`src/rtl/gf180mcu_fd_sc_mcu7t5v0__tie_pkg.sv`:
```
// Shared types and constants for the staged tie-off release sequencer.
// Holds the state enum, STAGE width and default timing values.
package gf180mcu_fd_sc_mcu7t5v0__tie_pkg;

    typedef enum logic [2:0] {
        S_IDLE,
        S_SETTLE,
        S_REL,
        S_DONE,
        S_FAULT
    } state_e;

    localparam int STAGE_W       = 4;
    localparam int DEF_STAGE_CYC = 8;
    localparam int DEF_TMO_CYC   = 16;

    function automatic int cnt_w(input int a, input int b);
        int m;
        m = (a > b) ? a : b;
        return $clog2(m + 1);
    endfunction

endpackage

```
`src/rtl/gf180mcu_fd_sc_mcu7t5v0__tie_release_seq_if.sv`:
```
// Enable/ack inputs and tie/status outputs of the release sequencer.
// The sequencer uses the slave view; the driver of EN/ACK uses master.
interface gf180mcu_fd_sc_mcu7t5v0__tie_release_seq_if
    import gf180mcu_fd_sc_mcu7t5v0__tie_pkg::*;
#(
    parameter int NGRP = 4
);

    logic               EN;
    logic [NGRP-1:0]    ACK;
    logic [NGRP-1:0]    Z;
    logic [NGRP-1:0]    ZN;
    logic [STAGE_W-1:0] STAGE;
    logic               DONE;
    logic               FAULT;

    modport master (
        output EN,
        output ACK,
        input  Z,
        input  ZN,
        input  STAGE,
        input  DONE,
        input  FAULT
    );

    modport slave (
        input  EN,
        input  ACK,
        output Z,
        output ZN,
        output STAGE,
        output DONE,
        output FAULT
    );

endinterface

```
`src/rtl/gf180mcu_fd_sc_mcu7t5v0__tie_cnt.sv`:
```
// Sync-clear down-counter with terminal flag.
// Shared between settle timing and ack timeout.
module gf180mcu_fd_sc_mcu7t5v0__tie_cnt #(
    parameter int W = 5
) (
    input  logic         clk_i,
    input  logic         rst_ni,
    input  logic         clr_i,
    input  logic         load_i,
    input  logic [W-1:0] load_val_i,
    input  logic         dec_i,
    output logic         term_o
);

    logic [W-1:0] cnt_q;
    logic [W-1:0] cnt_d;

    assign term_o = (cnt_q == '0);

    // Saturates at zero so a stray decrement can never wrap.
    always_comb begin
        cnt_d = cnt_q;
        if (clr_i) begin
            cnt_d = '0;
        end else if (load_i) begin
            cnt_d = load_val_i;
        end else if (dec_i && !term_o) begin
            cnt_d = cnt_q - W'(1);
        end
    end

    always_ff @(posedge clk_i) begin
        if (!rst_ni) begin
            cnt_q <= '0;
        end else begin
            cnt_q <= cnt_d;
        end
    end

endmodule

```
`src/rtl/gf180mcu_fd_sc_mcu7t5v0__tie_release_seq.sv`:
```
// Staged tie-off release: groups leave their safe tie one at a time,
// each waiting for its ack; timeout or EN drop re-ties everything.
module gf180mcu_fd_sc_mcu7t5v0__tie_release_seq
    import gf180mcu_fd_sc_mcu7t5v0__tie_pkg::*;
#(
    parameter int NGRP      = 4,
    parameter int STAGE_CYC = DEF_STAGE_CYC,
    parameter int TMO_CYC   = DEF_TMO_CYC
) (
    input logic CLK,
    input logic RN,
    gf180mcu_fd_sc_mcu7t5v0__tie_release_seq_if.slave bus
);

    localparam int CNT_W = cnt_w(STAGE_CYC, TMO_CYC);
    localparam logic [CNT_W-1:0] SET_LD = CNT_W'(STAGE_CYC - 1);
    localparam logic [CNT_W-1:0] TMO_LD = CNT_W'(TMO_CYC - 1);
    localparam logic [STAGE_W-1:0] LAST = STAGE_W'(NGRP - 1);

    state_e state_q;
    state_e state_d;

    logic [NGRP-1:0]    z_q;
    logic [NGRP-1:0]    z_d;
    logic [NGRP-1:0]    zn_q;
    logic [STAGE_W-1:0] stage_q;
    logic [STAGE_W-1:0] stage_d;
    logic               done_q;
    logic               done_d;
    logic               fault_q;
    logic               fault_d;

    logic               cnt_clr;
    logic               cnt_load;
    logic [CNT_W-1:0]   cnt_val;
    logic               cnt_dec;
    logic               cnt_term;

    logic [NGRP-1:0]    sel;
    logic               ack_cur;
    logic               last;

    assign sel     = NGRP'(1) << stage_q;
    assign ack_cur = |(bus.ACK & sel);
    assign last    = (stage_q == LAST);

    gf180mcu_fd_sc_mcu7t5v0__tie_cnt #(
        .W (CNT_W)
    ) u_cnt (
        .clk_i      (CLK),
        .rst_ni     (RN),
        .clr_i      (cnt_clr),
        .load_i     (cnt_load),
        .load_val_i (cnt_val),
        .dec_i      (cnt_dec),
        .term_o     (cnt_term)
    );

    always_comb begin
        state_d  = state_q;
        z_d      = z_q;
        stage_d  = stage_q;
        done_d   = done_q;
        fault_d  = fault_q;
        cnt_clr  = 1'b0;
        cnt_load = 1'b0;
        cnt_val  = SET_LD;
        cnt_dec  = 1'b0;

        if (!bus.EN) begin
            // Abort is a full immediate re-tie, never a reverse walk.
            state_d = S_IDLE;
            z_d     = '0;
            stage_d = '0;
            done_d  = 1'b0;
            fault_d = 1'b0;
            cnt_clr = 1'b1;
        end else begin
            unique case (state_q)
                S_IDLE: begin
                    state_d  = S_SETTLE;
                    stage_d  = '0;
                    z_d      = '0;
                    cnt_load = 1'b1;
                    cnt_val  = SET_LD;
                end
                S_SETTLE: begin
                    if (cnt_term) begin
                        state_d  = S_REL;
                        z_d      = z_q | sel;
                        cnt_load = 1'b1;
                        cnt_val  = TMO_LD;
                    end else begin
                        cnt_dec = 1'b1;
                    end
                end
                S_REL: begin
                    // Ack on the timeout edge still counts as success.
                    if (ack_cur) begin
                        if (last) begin
                            state_d = S_DONE;
                            done_d  = 1'b1;
                            cnt_clr = 1'b1;
                        end else begin
                            state_d  = S_SETTLE;
                            stage_d  = stage_q + STAGE_W'(1);
                            cnt_load = 1'b1;
                            cnt_val  = SET_LD;
                        end
                    end else if (cnt_term) begin
                        state_d = S_FAULT;
                        z_d     = '0;
                        fault_d = 1'b1;
                        cnt_clr = 1'b1;
                    end else begin
                        cnt_dec = 1'b1;
                    end
                end
                S_DONE: begin
                    state_d = S_DONE;
                end
                S_FAULT: begin
                    state_d = S_FAULT;
                end
                default: begin
                    state_d = S_IDLE;
                    z_d     = '0;
                    stage_d = '0;
                    done_d  = 1'b0;
                    fault_d = 1'b0;
                    cnt_clr = 1'b1;
                end
            endcase
        end
    end

    // ZN comes from next-Z so both banks switch on the same edge.
    always_ff @(posedge CLK) begin
        if (!RN) begin
            state_q <= S_IDLE;
            z_q     <= '0;
            zn_q    <= '1;
            stage_q <= '0;
            done_q  <= 1'b0;
            fault_q <= 1'b0;
        end else begin
            state_q <= state_d;
            z_q     <= z_d;
            zn_q    <= ~z_d;
            stage_q <= stage_d;
            done_q  <= done_d;
            fault_q <= fault_d;
        end
    end

    assign bus.Z     = z_q;
    assign bus.ZN    = zn_q;
    assign bus.STAGE = stage_q;
    assign bus.DONE  = done_q;
    assign bus.FAULT = fault_q;

endmodule

```
`src/flat_wrapper.sv`:
```
// flat-port wrapper written by rule: the top's interface ports become plain ports
module gf180mcu_fd_sc_mcu7t5v0__tie_release_seq_flat import gf180mcu_fd_sc_mcu7t5v0__tie_pkg::*;
#(
    parameter int NGRP      = 4,
    parameter int STAGE_CYC = DEF_STAGE_CYC,
    parameter int TMO_CYC   = DEF_TMO_CYC
)
  (CLK, RN, bus_EN, bus_ACK, bus_Z, bus_ZN, bus_STAGE, bus_DONE, bus_FAULT);
  gf180mcu_fd_sc_mcu7t5v0__tie_release_seq_if #(.NGRP(NGRP)) bus_i ();
  input logic CLK;
  input logic RN;
  input wire logic [$bits(bus_i.EN)-1:0] bus_EN;
  input wire logic [$bits(bus_i.ACK)-1:0] bus_ACK;
  output wire logic [$bits(bus_i.Z)-1:0] bus_Z;
  output wire logic [$bits(bus_i.ZN)-1:0] bus_ZN;
  output wire logic [$bits(bus_i.STAGE)-1:0] bus_STAGE;
  output wire logic [$bits(bus_i.DONE)-1:0] bus_DONE;
  output wire logic [$bits(bus_i.FAULT)-1:0] bus_FAULT;
  assign bus_i.EN = bus_EN;
  assign bus_i.ACK = bus_ACK;
  assign bus_Z = bus_i.Z;
  assign bus_ZN = bus_i.ZN;
  assign bus_STAGE = bus_i.STAGE;
  assign bus_DONE = bus_i.DONE;
  assign bus_FAULT = bus_i.FAULT;
  gf180mcu_fd_sc_mcu7t5v0__tie_release_seq #(.NGRP(NGRP), .STAGE_CYC(STAGE_CYC), .TMO_CYC(TMO_CYC)) u_core (.CLK(CLK), .RN(RN), .bus(bus_i));
endmodule
```
`config.mk`:
```
export PLATFORM = sky130hd
export DESIGN_NAME = gf180mcu_fd_sc_mcu7t5v0__tie_release_seq_flat
export DESIGN_NICKNAME = d
export VERILOG_FILES = /design/src/rtl/gf180mcu_fd_sc_mcu7t5v0__tie_pkg.sv /design/src/rtl/gf180mcu_fd_sc_mcu7t5v0__tie_release_seq_if.sv /design/src/rtl/gf180mcu_fd_sc_mcu7t5v0__tie_cnt.sv /design/src/rtl/gf180mcu_fd_sc_mcu7t5v0__tie_release_seq.sv /design/src/flat_wrapper.sv
export SDC_FILE = /design/constraint.sdc
export NUM_CORES = 1
export LEC_CHECK = 0
export BUFFER_PORTS_ARGS = -buffer_cell sky130_fd_sc_hd__clkbuf_2
export CAP_MARGIN = 20
export CORE_MARGIN = 3
export CORE_UTILIZATION = 40
export DETAILED_ROUTE_END_ITERATION = 8
export PLACE_DENSITY = 0.69
export SKIP_CTS_REPAIR_TIMING = 1
export SYNTH_ARGS = -nofsm -noshare
export SYNTH_HDL_FRONTEND = slang
export SYNTH_SLANG_ARGS = --single-unit
```
`constraint.sdc`:
```
create_clock -name CLK -period 2.2 [get_ports CLK]
set_input_delay 0.33 -clock CLK [delete_from_list [all_inputs] [get_ports CLK]]
set_output_delay 0.33 -clock CLK [all_outputs]
set_load 0.01 [all_outputs]
```
==> flow_summary.ini, run 1 <==
[sta]
grt_setup_unrepaired = no
tns_ns = 0
worstMarginPinSlew_ns = 0.622
fmax_mhz = 494
min_period_ns = 2.03
slew_headroom = 0.584
finalSetupViolations = 0
final.setup_skew_ns = 0.00508
hold_violations = 0
drv_slew = 0
fin_crit_sh = 0.921

[global_route]
grt_pass1_vias = 1032
antenna_found_initial = 0
grt_pass1_wl_mm = 4.41
overflow = 0
track_usage = 0.157
grt_max_degree = 13

[clock_network]
cts_buffer_depth = 2
htreeDepth = 1
clock_latency_ns = 0.30
cts_buffers = 3
cts_tree = yes
cts-root-buf = clkbuf_4
cts_sinks = 22
clkTransAtPathRegs_ns = 0.12

[floorplanning]
die_y_um = 59.2
die_x_um = 59.2
die-area_sq_mm = 0.00350
ios = 21
start_util = 0.437
num_rows = 18
core-area_sq_mm = 0.00259

[routing]
drtAntennaViolNets = 0
dr_wl_met3_um = 125
drt_pre_antenna_iters = 4
finalWirelength_mm = 2.44
wl_met1_mm = 1.13
top_layer_used = met4
vias = 1013
drc = 0
drt_iter0_markers = 24
viasPerCell = 5.66
wl_met2_mm = 1.13
wl_per_cell_um = 13.6

[flow_run]
cap_violations = 0

[finish]
finalNetCount = 160
diodes = 0
final_cells = 179
area_delta_synth_final_pct = 17.9
fill_cells = 253
layout-drive-gt1-share = 0.268

[worst_setup_path]
rr_worst_depth = 7
critPathLaunchType = register
worstPathRequired_ns = 2.42
worstPathCellList = inv_1, ha_1, or4b_4, a2111oi_4, a41oi_2, nor3b_1, a211oi_1
reg2reg_from = u_core.u_cnt.cnt_q[0]
rr_endpoint = u_core.u_cnt.cnt_q[1]
r2r_slack_ns = 0.17
worstPathMaxFanout = 7
critical_path_class = register to register
critPathSlowestCell = or4b_4
cp.arrival_ns = 2.25
slowest_delay_ns = 0.53
endpoint_kind = register

[synth]
synthFlopType = dfxtp_1
synthTopCellsByArea = dfxtp_1 (39%), nor3b_1 (4.0%), a211oi_1 (3.3%)
synth_area_per_cell_sq_um = 9.12
synth_compound_area_frac = 0.253
synth_commonest_cells = dfxtp_1 (22), nor2_1 (9), a21oi_1 (7)
ys_seq_area_frac = 0.389
syn_inst = 124
synth_xor_xnor_area_share = 0.0232
synth_edf_count = 0
synth_top_family_by_area = compound AO/OA/AOI/OAI gates
synth.distinct_cells = 44
synth_fp_nets = 134
synth_top_area_share = 0.389
yosys-mux-area-fraction = 0.0177
synth-simple-area-share = 0.237
synthAdderAreaFrac = 0.0332
yosysMostFrequentCell = dfxtp_1
ys_ff_latch = 22
synth_largest_area_cell = dfxtp_1
syn_area_sq_mm = 0.00113
synth_warnings = 0
async_flop_share = 0

[power]
sequentialPowerShare = 0.560
ir_drop_uv = 401
p_sw_uw = 187
power_frac_comb = 0.150
switching_share = 0.252
p_total_uw = 742
p_int_uw = 555
cellLeakagePower_uw = 0.000529
powerDensity_mw_per_mm2 = 556
clockPowerShare = 0.290

[worst_hold_path]
hold_depth = 3
min_to = u_core.bus.DONE
hold_start = RN
min_path_type = input pin to register

[placed_design]
gp_congestion = 0.828
place.detailed.instances = 174
port_buffers = 20
hpwl_mm = 1.92

[outcome]
status = finished clean
through the flow:
stage	utilization	setup WS (ns)	area (sq um)	hold WS, ns
after detailed placement	0.496	0.134	1280	0.468
after global placement	0.496	0.209	1280	0.444
final	0.515	0.175	1330	0.332
after floorplan	-	0.230	1130	0.468
after global routing	0.515	0.00535	1330	0.344
after CTS	0.510	0.108	1320	0.323
area by class of cell:
type                            count  area (sq um)  area share
Sequential cell                    22           440       0.330
Clock buffer                        4          36.3      0.0272
Tap cell                           30          37.5      0.0281
Multi-Input combinational cell     90           644       0.483
Inverter                            6          22.5      0.0169
Timing Repair Buffer               27           153       0.114
cells by family (layout without fill, tap and decap cells):
| logic type | Yosys count | in the layout |
|---|---|---|
| and+or+nand+nor | 46 | 46 |
| AOI/OAI and AO/OA | 36 | 36 |
| DFF | 22 | 22 |
| buffers and inverters | 12 | 37 |
| adders and majority gates | 3 | 3 |
| xor gates and xnor gates | 3 | 3 |
| muxes | 2 | 2 |
cells in the final DEF, fill, tap and decap left out, drive strengths merged:
| cell | n |
|---|---|
| a31o | 1 |
| nor3 | 6 |
| nor3b | 7 |
| and2 | 2 |
| or3b | 2 |
| nand2b | 1 |
| a31oi | 2 |
| o32a | 1 |
| a211o | 1 |
| a41oi | 2 |
| a2111oi | 1 |
| a22o | 1 |
| a32o | 1 |
| o211ai | 1 |
| xnor2 | 2 |
| nor2b | 2 |
| a21o | 2 |
| nand2 | 6 |
| nand3b | 1 |
| or2 | 1 |
| dfxtp | 22 |
| buf | 7 |
| o22ai | 1 |
| nor4 | 3 |
| ha | 3 |
| a21oi | 8 |
| nand3 | 3 |
| or4b | 1 |
| nor2 | 9 |
| or3 | 1 |
| clkbuf | 24 |
| xor2 | 1 |
| o21ai | 6 |
| inv | 6 |
| a22oi | 1 |
| or4 | 1 |
| a211oi | 6 |
| o221ai | 1 |
| mux2i | 2 |
how the worst max path moves through the flow:
stage / end / start / cells after the start
after global placement: u_core.u_cnt.cnt_q[0] / u_core.u_cnt.cnt_q[0] / 7
final: u_core.u_cnt.cnt_q[1] / u_core.u_cnt.cnt_q[0] / 7
after detailed placement: u_core.u_cnt.cnt_q[1] / u_core.u_cnt.cnt_q[0] / 7
after global routing: u_core.bus.Z[2] / u_core.u_cnt.cnt_q[0] / 6
after CTS: u_core.u_cnt.cnt_q[1] / u_core.u_cnt.cnt_q[0] / 7
after floorplan: u_core.u_cnt.cnt_q[0] / u_core.u_cnt.cnt_q[0] / 8
critical path, delay by kind of cell (launching register included):
| kind | cells | cell delay [ns] |
|---|---|---|
| buffers and inverters | 1 | 0.09 |
| AND/OR/NAND/NOR | 2 | 0.73 |
| AO/OA/AOI/OAI | 3 | 0.63 |
| flip-flops | 1 | 0.35 |
| adder cells (fa/ha/maj) | 1 | 0.16 |
sequential cells by signal, indices dropped and copies added (netlist names):
register	count
u_core.bus.STAGE	4
u_core.state_q	3
u_core.bus.FAULT	1
u_core.bus.DONE	1
u_core.u_cnt.cnt_q	5
u_core.bus.ZN	4
u_core.bus.Z	4
metal layers:
metal / vias to the layer above / track usage
met5: - / 0
met4: 0 / 0.0615
met3: 8 / 0.0327
met2: 28 / 0.265
met1: 466 / 0.194
li1: 511 / -
power by group through the flow:
stage / clock (uW) / sequential (uW) / combinational [uW]
6_report: 215 / 415 / 111
5_1_grt: 240 / 417 / 126
4_1_cts: 229 / 415 / 106
3_5_place_dp: 0 / 424 / 106
3_3_place_gp: 0 / 424 / 102
2_1_floorplan: 0 / 421 / 87.6
Power figures use the tool's default switching activity.
==> run 2: changes to the inputs <==
--- a/config.mk
+++ b/config.mk
@@ -5,10 +5,12 @@
 export SDC_FILE = /design/constraint.sdc
 export NUM_CORES = 1
 export LEC_CHECK = 0
+export ABC_AREA = 1
 export BUFFER_PORTS_ARGS = -buffer_cell sky130_fd_sc_hd__clkbuf_2
 export CAP_MARGIN = 20
 export CORE_MARGIN = 3
 export CORE_UTILIZATION = 40
+export CTS_CLUSTER_SIZE = 40
 export DETAILED_ROUTE_END_ITERATION = 8
 export PLACE_DENSITY = 0.69
 export SKIP_CTS_REPAIR_TIMING = 1
==> flow_summary.ini, run 2 <==
[outcome]
status = finished clean

[clock_network]
cts_buffers = 3
cts_buffer_depth = 2
cts-root-buf = clkbuf_4
cts_sinks = 22
clock_latency_ns = 0.31
htreeDepth = 1
clkTransAtPathRegs_ns = 0.13
cts_tree = yes

[floorplanning]
die_y_um = 58.8
num_rows = 18
die-area_sq_mm = 0.00346
ios = 21
core-area_sq_mm = 0.00257
start_util = 0.435
die_x_um = 58.8

[placed_design]
port_buffers = 20
hpwl_mm = 1.85
gp_congestion = 0.892
dp_slack_ns = 0.570

[global_route]
grt_max_degree = 13
antenna_found_initial = 0
overflow = 0
grt_pass1_vias = 997
track_usage = 0.148
grt_pass1_wl_mm = 3.97

[sta]
whs_ns = 0.399
slew_headroom = 0.769
final.setup_skew_ns = 0.00963
min_period_ns = 1.65
tns_ns = 0
grt_setup_unrepaired = no
setup_slack_ns = 0.545
worstMarginPinSlew_ns = 0.345
drv_slew = 0
finalSetupViolations = 0
fin_crit_sh = 0.752
hold_violations = 0
fmax_mhz = 604

[worst_hold_path]
min_path_type = input pin to register
hold_depth = 4

[power]
cellLeakagePower_uw = 0.000630
p_int_uw = 549
clockPowerShare = 0.298
powerDensity_mw_per_mm2 = 590
p_total_uw = 761
power_frac_comb = 0.158
p_sw_uw = 212
ir_drop_uv = 329
sequentialPowerShare = 0.544
switching_share = 0.278

[routing]
viasPerCell = 4.88
drt_pre_antenna_iters = 4
vias = 1035
drt_iter0_markers = 23
drtAntennaViolNets = 0
finalWirelength_mm = 2.30
wl_per_cell_um = 10.9
drc = 0

[worst_setup_path]
critPathTopFamily = simple AND/OR/NAND/NOR gates
r2r_slack_ns = 0.55
reg2reg_from = u_core.u_cnt.cnt_q[0]
startpoint = u_core.u_cnt.cnt_q[0]
critPathCapture = u_core.u_cnt.cnt_q[0]
worstPathCellList = inv_1, ha_1, inv_1, nor2_1, nand2_1, nand3_1, nand2_2, nand2_2, nand2_2, nor2_1, nor3_1
cpMostUsedCell = nand2_2
cp.arrival_ns = 1.90
worstPathMaxFanout = 6
critPathSlowestCell = dfxtp_1
rr_worst_depth = 11
slowest_delay_ns = 0.37
endpoint_kind = register
critPathLaunchType = register
critical_path_class = register to register
cp_num_cells = 11
rr_endpoint = u_core.u_cnt.cnt_q[0]
worstPathRequired_ns = 2.44
cp_num_buf_inv = 2

[finish]
layout_common_cells = nand2_1 (33), nor2_1 (22), dfxtp_1 (22)
finalNetCount = 193
diodes = 0
multi_input_area_sq_um = 589
largest_reg_flops = 5
fill_cells = 270
area_delta_synth_final_pct = 15.6
ff_latch_area_sq_um = 440
final_common_cell = nand2_1
layout-drive-gt1-share = 0.242
regMostFlops = u_core.u_cnt.cnt_q

[synth]
synthTopCellsByArea = dfxtp_1 (39%), nand2_1 (11%), nand3_1 (8.1%)
synthFlopType = dfxtp_1
synth_area_per_cell_sq_um = 7.06
synth_largest_area_cell = dfxtp_1
ys_seq_area_frac = 0.395
syn_area_sq_mm = 0.00112
ys_ff_latch = 22
async_flop_share = 0
yosysMostFrequentCell = nand2_1
syn_inst = 158
synth_top_area_share = 0.395
synth.distinct_cells = 20
synth_warnings = 0
synth_edf_count = 0
synth_fp_nets = 168
synth_commonest_cells = nand2_1 (33), dfxtp_1 (22), nor2_1 (22), inv_1 (21), nand3_1 (18)

[flow_run]
cap_violations = 0
[run 2: changes by cell type in the layout (fill, tap and decap cells not counted), sizes merged, moves of 3 or more]
cell,previous run,this run
nor3b,7,0
buf,7,0
a211oi,6,1
o21ai,6,3
nor4,3,0
inv,6,23
nand3,3,18
nand2,6,41
nor2,9,29
[run 2: worst min-delay path by stage]
| stage | startpoint | endpoint | slack, ns |
|---|---|---|---|
| after CTS | bus_EN | u_core.u_cnt.cnt_q[4] | 0.40 |
| after floorplan | u_core.u_cnt.cnt_q[1] | u_core.u_cnt.cnt_q[1] | 0.48 |
| after global routing | bus_EN | u_core.u_cnt.cnt_q[4] | 0.43 |
| after global placement | u_core.bus.STAGE[3] | u_core.bus.STAGE[3] | 0.47 |
| final | bus_EN | u_core.u_cnt.cnt_q[4] | 0.40 |
| after detailed placement | u_core.bus.DONE | u_core.bus.DONE | 0.47 |
[run 2: through the flow]
stage	std cells	cell area [sq um]	util
finish	212	1290	0.502
global route	212	1290	0.502
CTS	212	1290	0.502
detailed placement	208	1250	0.488
global placement	208	1250	0.488
floorplan	158	1120	-
[run 2: kinds of logic (layout without fill, tap and decap cells)]
group / after synthesis / in the layout / synth area share
XOR/XNOR: 3 / 3 / 0.0235
buffers and inverters: 23 / 47 / 0.0774
AND/OR/NAND/NOR: 92 / 92 / 0.390
AO/OA/AOI/OAI: 15 / 15 / 0.0807
flip-flops: 22 / 22 / 0.395
adder cells (fa/ha/maj): 3 / 3 / 0.0336
[run 2: power groups by stage]
stage               sequential, uW  clock (uW)  combinational (uW)
floorplan                      422           0                93.2
global placement               423           0                 117
detailed placement             423           0                 120
CTS                            414         234                 120
global route                   415         250                 138
finish                         414         227                 120
[run 2: worst register-to-register path: cells and delay by family (launching register included)]
family | cells | cell delay (ns)
flops | 1 | 0.37
buf+inv | 2 | 0.13
fa+ha+maj | 1 | 0.19
simple gates | 8 | 0.91
[run 2: layout make-up]
class / instances / area share
Tap cell: 30 / 0.0291
Multi-Input combinational cell: 113 / 0.457
Inverter: 23 / 0.0669
Clock buffer: 4 / 0.0281
Timing Repair Buffer: 20 / 0.0776
Sequential cell: 22 / 0.341
[run 2: per-layer routing]
| metal | track usage | up-vias | part of all wire |
|---|---|---|---|
| met4 | 0.0777 | 0 | 0.024 |
| li1 | - | 549 | - |
| met3 | 0.0263 | 7 | 0.049 |
| met1 | 0.172 | 452 | 0.45 |
| met2 | 0.256 | 27 | 0.48 |
| met5 | 0 | - | 0 |
==> run 3: changes to the inputs <==
--- a/config.mk
+++ b/config.mk
@@ -12,7 +12,7 @@
 export CORE_UTILIZATION = 40
 export CTS_CLUSTER_SIZE = 40
 export DETAILED_ROUTE_END_ITERATION = 8
-export PLACE_DENSITY = 0.69
+export PLACE_DENSITY = 0.71
 export SKIP_CTS_REPAIR_TIMING = 1
 export SYNTH_ARGS = -nofsm -noshare
 export SYNTH_HDL_FRONTEND = slang
==> constraint.sdc (replaced) <==
create_clock -name CLK -period 1.5 [get_ports CLK]
set_input_delay 0.225 -clock CLK [delete_from_list [all_inputs] [get_ports CLK]]
set_output_delay 0.225 -clock CLK [all_outputs]
set_load 0.01 [all_outputs]
==> flow_summary.ini, run 3 (synthesized netlist as in run 2, its figures left out) <==
[floorplanning]
num_rows = 18
ios = 21
die_x_um = 58.8
start_util = 0.435
die-area_sq_mm = 0.00346
core-area_sq_mm = 0.00257
die_y_um = 58.8

[power]
power_frac_comb = 0.232
switching_share = 0.290
p_int_uw = 800
p_sw_uw = 327
powerDensity_mw_per_mm2 = 739
cellLeakagePower_uw = 0.000729
ir_drop_uv = 591
sequentialPowerShare = 0.539
clockPowerShare = 0.229

[finish]
layout-drive-gt1-share = 0.433
largest_reg_flops = 5
ff_latch_area_sq_um = 450
fill_cells = 242
regMostFlops = u_core.u_cnt.cnt_q
area_delta_synth_final_pct = 36.8
layout_common_cells = nand2_1 (29), clkbuf_2 (20), nor2_1 (19), buf_4 (19), inv_1 (18)
final_common_cell = nand2_1
finalNetCount = 213
design_area_sq_mm = 0.00153
multi_input_area_sq_um = 676
diodes = 0

[global_route]
overflow = 0
track_usage = 0.154
grt_max_degree = 12
antenna_found_initial = 0
grt_pass1_wl_mm = 4.11
grt_pass1_vias = 986

[clock_network]
cts_buffers = 3
clock_latency_ns = 0.30
clkTransAtPathRegs_ns = 0.11
htreeDepth = 1
cts_tree = yes
cts-root-buf = clkbuf_4
cts_sinks = 22
cts_buffer_depth = 2

[routing]
drt_iter0_markers = 39
viasPerCell = 4.84
drt_pre_antenna_iters = 4
finalWirelength_mm = 2.66
drtAntennaViolNets = 0
drc = 0
vias = 1117
wl_per_cell_um = 11.5

[worst_hold_path]
min_path_type = input pin to register
hold_depth = 4
hold_start = RN
min_to = u_core.bus.STAGE[2]

[placed_design]
hpwl_mm = 1.99
place_area_sq_mm = 0.00137
dp_slack_ns = -0.0858
gp_congestion = 0.921
port_buffers = 20

[sta]
finalSetupViolations = 4
drv_slew = 0
grt_setup_unrepaired = yes
slew_headroom = 0.789
setup_slack_ns = -0.0409
worstMarginPinSlew_ns = 0.315
final.setup_skew_ns = 0.00145
min_period_ns = 1.54
hold_violations = 0
fin_crit_sh = 1.03
fmax_mhz = 649
tns_ns = -0.0914

[worst_setup_path]
reg2reg_from = u_core.u_cnt.cnt_q[1]
worstPathRequired_ns = 1.71
cp.arrival_ns = 1.75
rr_worst_depth = 12
rr_endpoint = u_core.u_cnt.cnt_q[4]
worstPathMaxFanout = 5
critPathLaunchType = register
endpoint_kind = register
r2r_slack_ns = -0.04
critical_path_class = register to register

[flow_run]
cap_violations = 0

[outcome]
status = finished with violations
violations = setup timing
## run 3: changes by cell type in the layout (fill, tap and decap cells not counted), moves of 3 or more
| cell | before | now |
|---|---|---|
| inv_2 | 2 | 5 |
| buf_4 | 0 | 19 |
| nor2_2 | 3 | 6 |
| nor2_1 | 22 | 19 |
| dfxtp_2 | 0 | 5 |
| dfxtp_1 | 22 | 16 |
| inv_1 | 21 | 18 |
| nand2_1 | 33 | 29 |
| nand3_1 | 18 | 15 |
## run 3: how the worst max path moves through the flow
stage                                  to  cells after the start  slack [ns]                  start
finish              u_core.u_cnt.cnt_q[4]                     12       -0.04  u_core.u_cnt.cnt_q[1]
global route        u_core.u_cnt.cnt_q[4]                     12       -0.16  u_core.u_cnt.cnt_q[1]
CTS                 u_core.u_cnt.cnt_q[1]                     11       -0.12  u_core.u_cnt.cnt_q[0]
detailed placement  u_core.u_cnt.cnt_q[1]                     11       -0.09  u_core.u_cnt.cnt_q[1]
global placement    u_core.u_cnt.cnt_q[1]                     11       -0.05  u_core.u_cnt.cnt_q[1]
floorplan             u_core.bus.STAGE[0]                     11        0.06    u_core.bus.STAGE[0]
## run 3: metrics by stage
stage / power, uW / cells / utilization / hold WS (ns)
finish: 1130 / 231 / 0.595 / 0.302
floorplan: 755 / 158 / - / 0.416
global placement: 820 / 223 / 0.532 / 0.472
CTS: 1090 / 226 / 0.541 / 0.275
detailed placement: 825 / 223 / 0.532 / 0.475
global route: 1190 / 231 / 0.595 / 0.318
## run 3: metal layers
| layer | vias to the layer above | wire length [um] | GRT usage |
|---|---|---|---|
| met5 | - | 0 | 0 |
| met4 | 0 | 15 | 0.0388 |
| met3 | 2 | 131 | 0.0461 |
| met2 | 26 | 1290 | 0.260 |
| met1 | 497 | 1220 | 0.189 |
| li1 | 592 | - | - |
## run 3: worst max-delay path: stages (launching register included)
cell and delay (ns):
dfxtp_2 0.35, inv_2 0.07, ha_4 0.13, inv_2 0.03, nor2_2 0.10, nand2_2 0.11, nor2_4 0.14, nor2_2 0.04
o21ai_2 0.08, nand2_2 0.13, buf_6 0.14, nand3_2 0.07, a21oi_2 0.05
## run 3: final cells by class
cell class / count / share of cell area
multi-input cells: 113 / 0.443
repair buffers: 40 / 0.166
well taps: 30 / 0.0246
clock buffers: 3 / 0.0148
inverters: 23 / 0.0566
flip-flops and latches: 22 / 0.295
## run 3: power groups by stage
stage | logic, uW | clock network, uW | registers [uW]
after floorplan | 137 | 0 | 618
after global placement | 201 | 0 | 619
after detailed placement | 206 | 0 | 619
after CTS | 207 | 273 | 606
after global routing | 292 | 288 | 608
final | 262 | 259 | 607
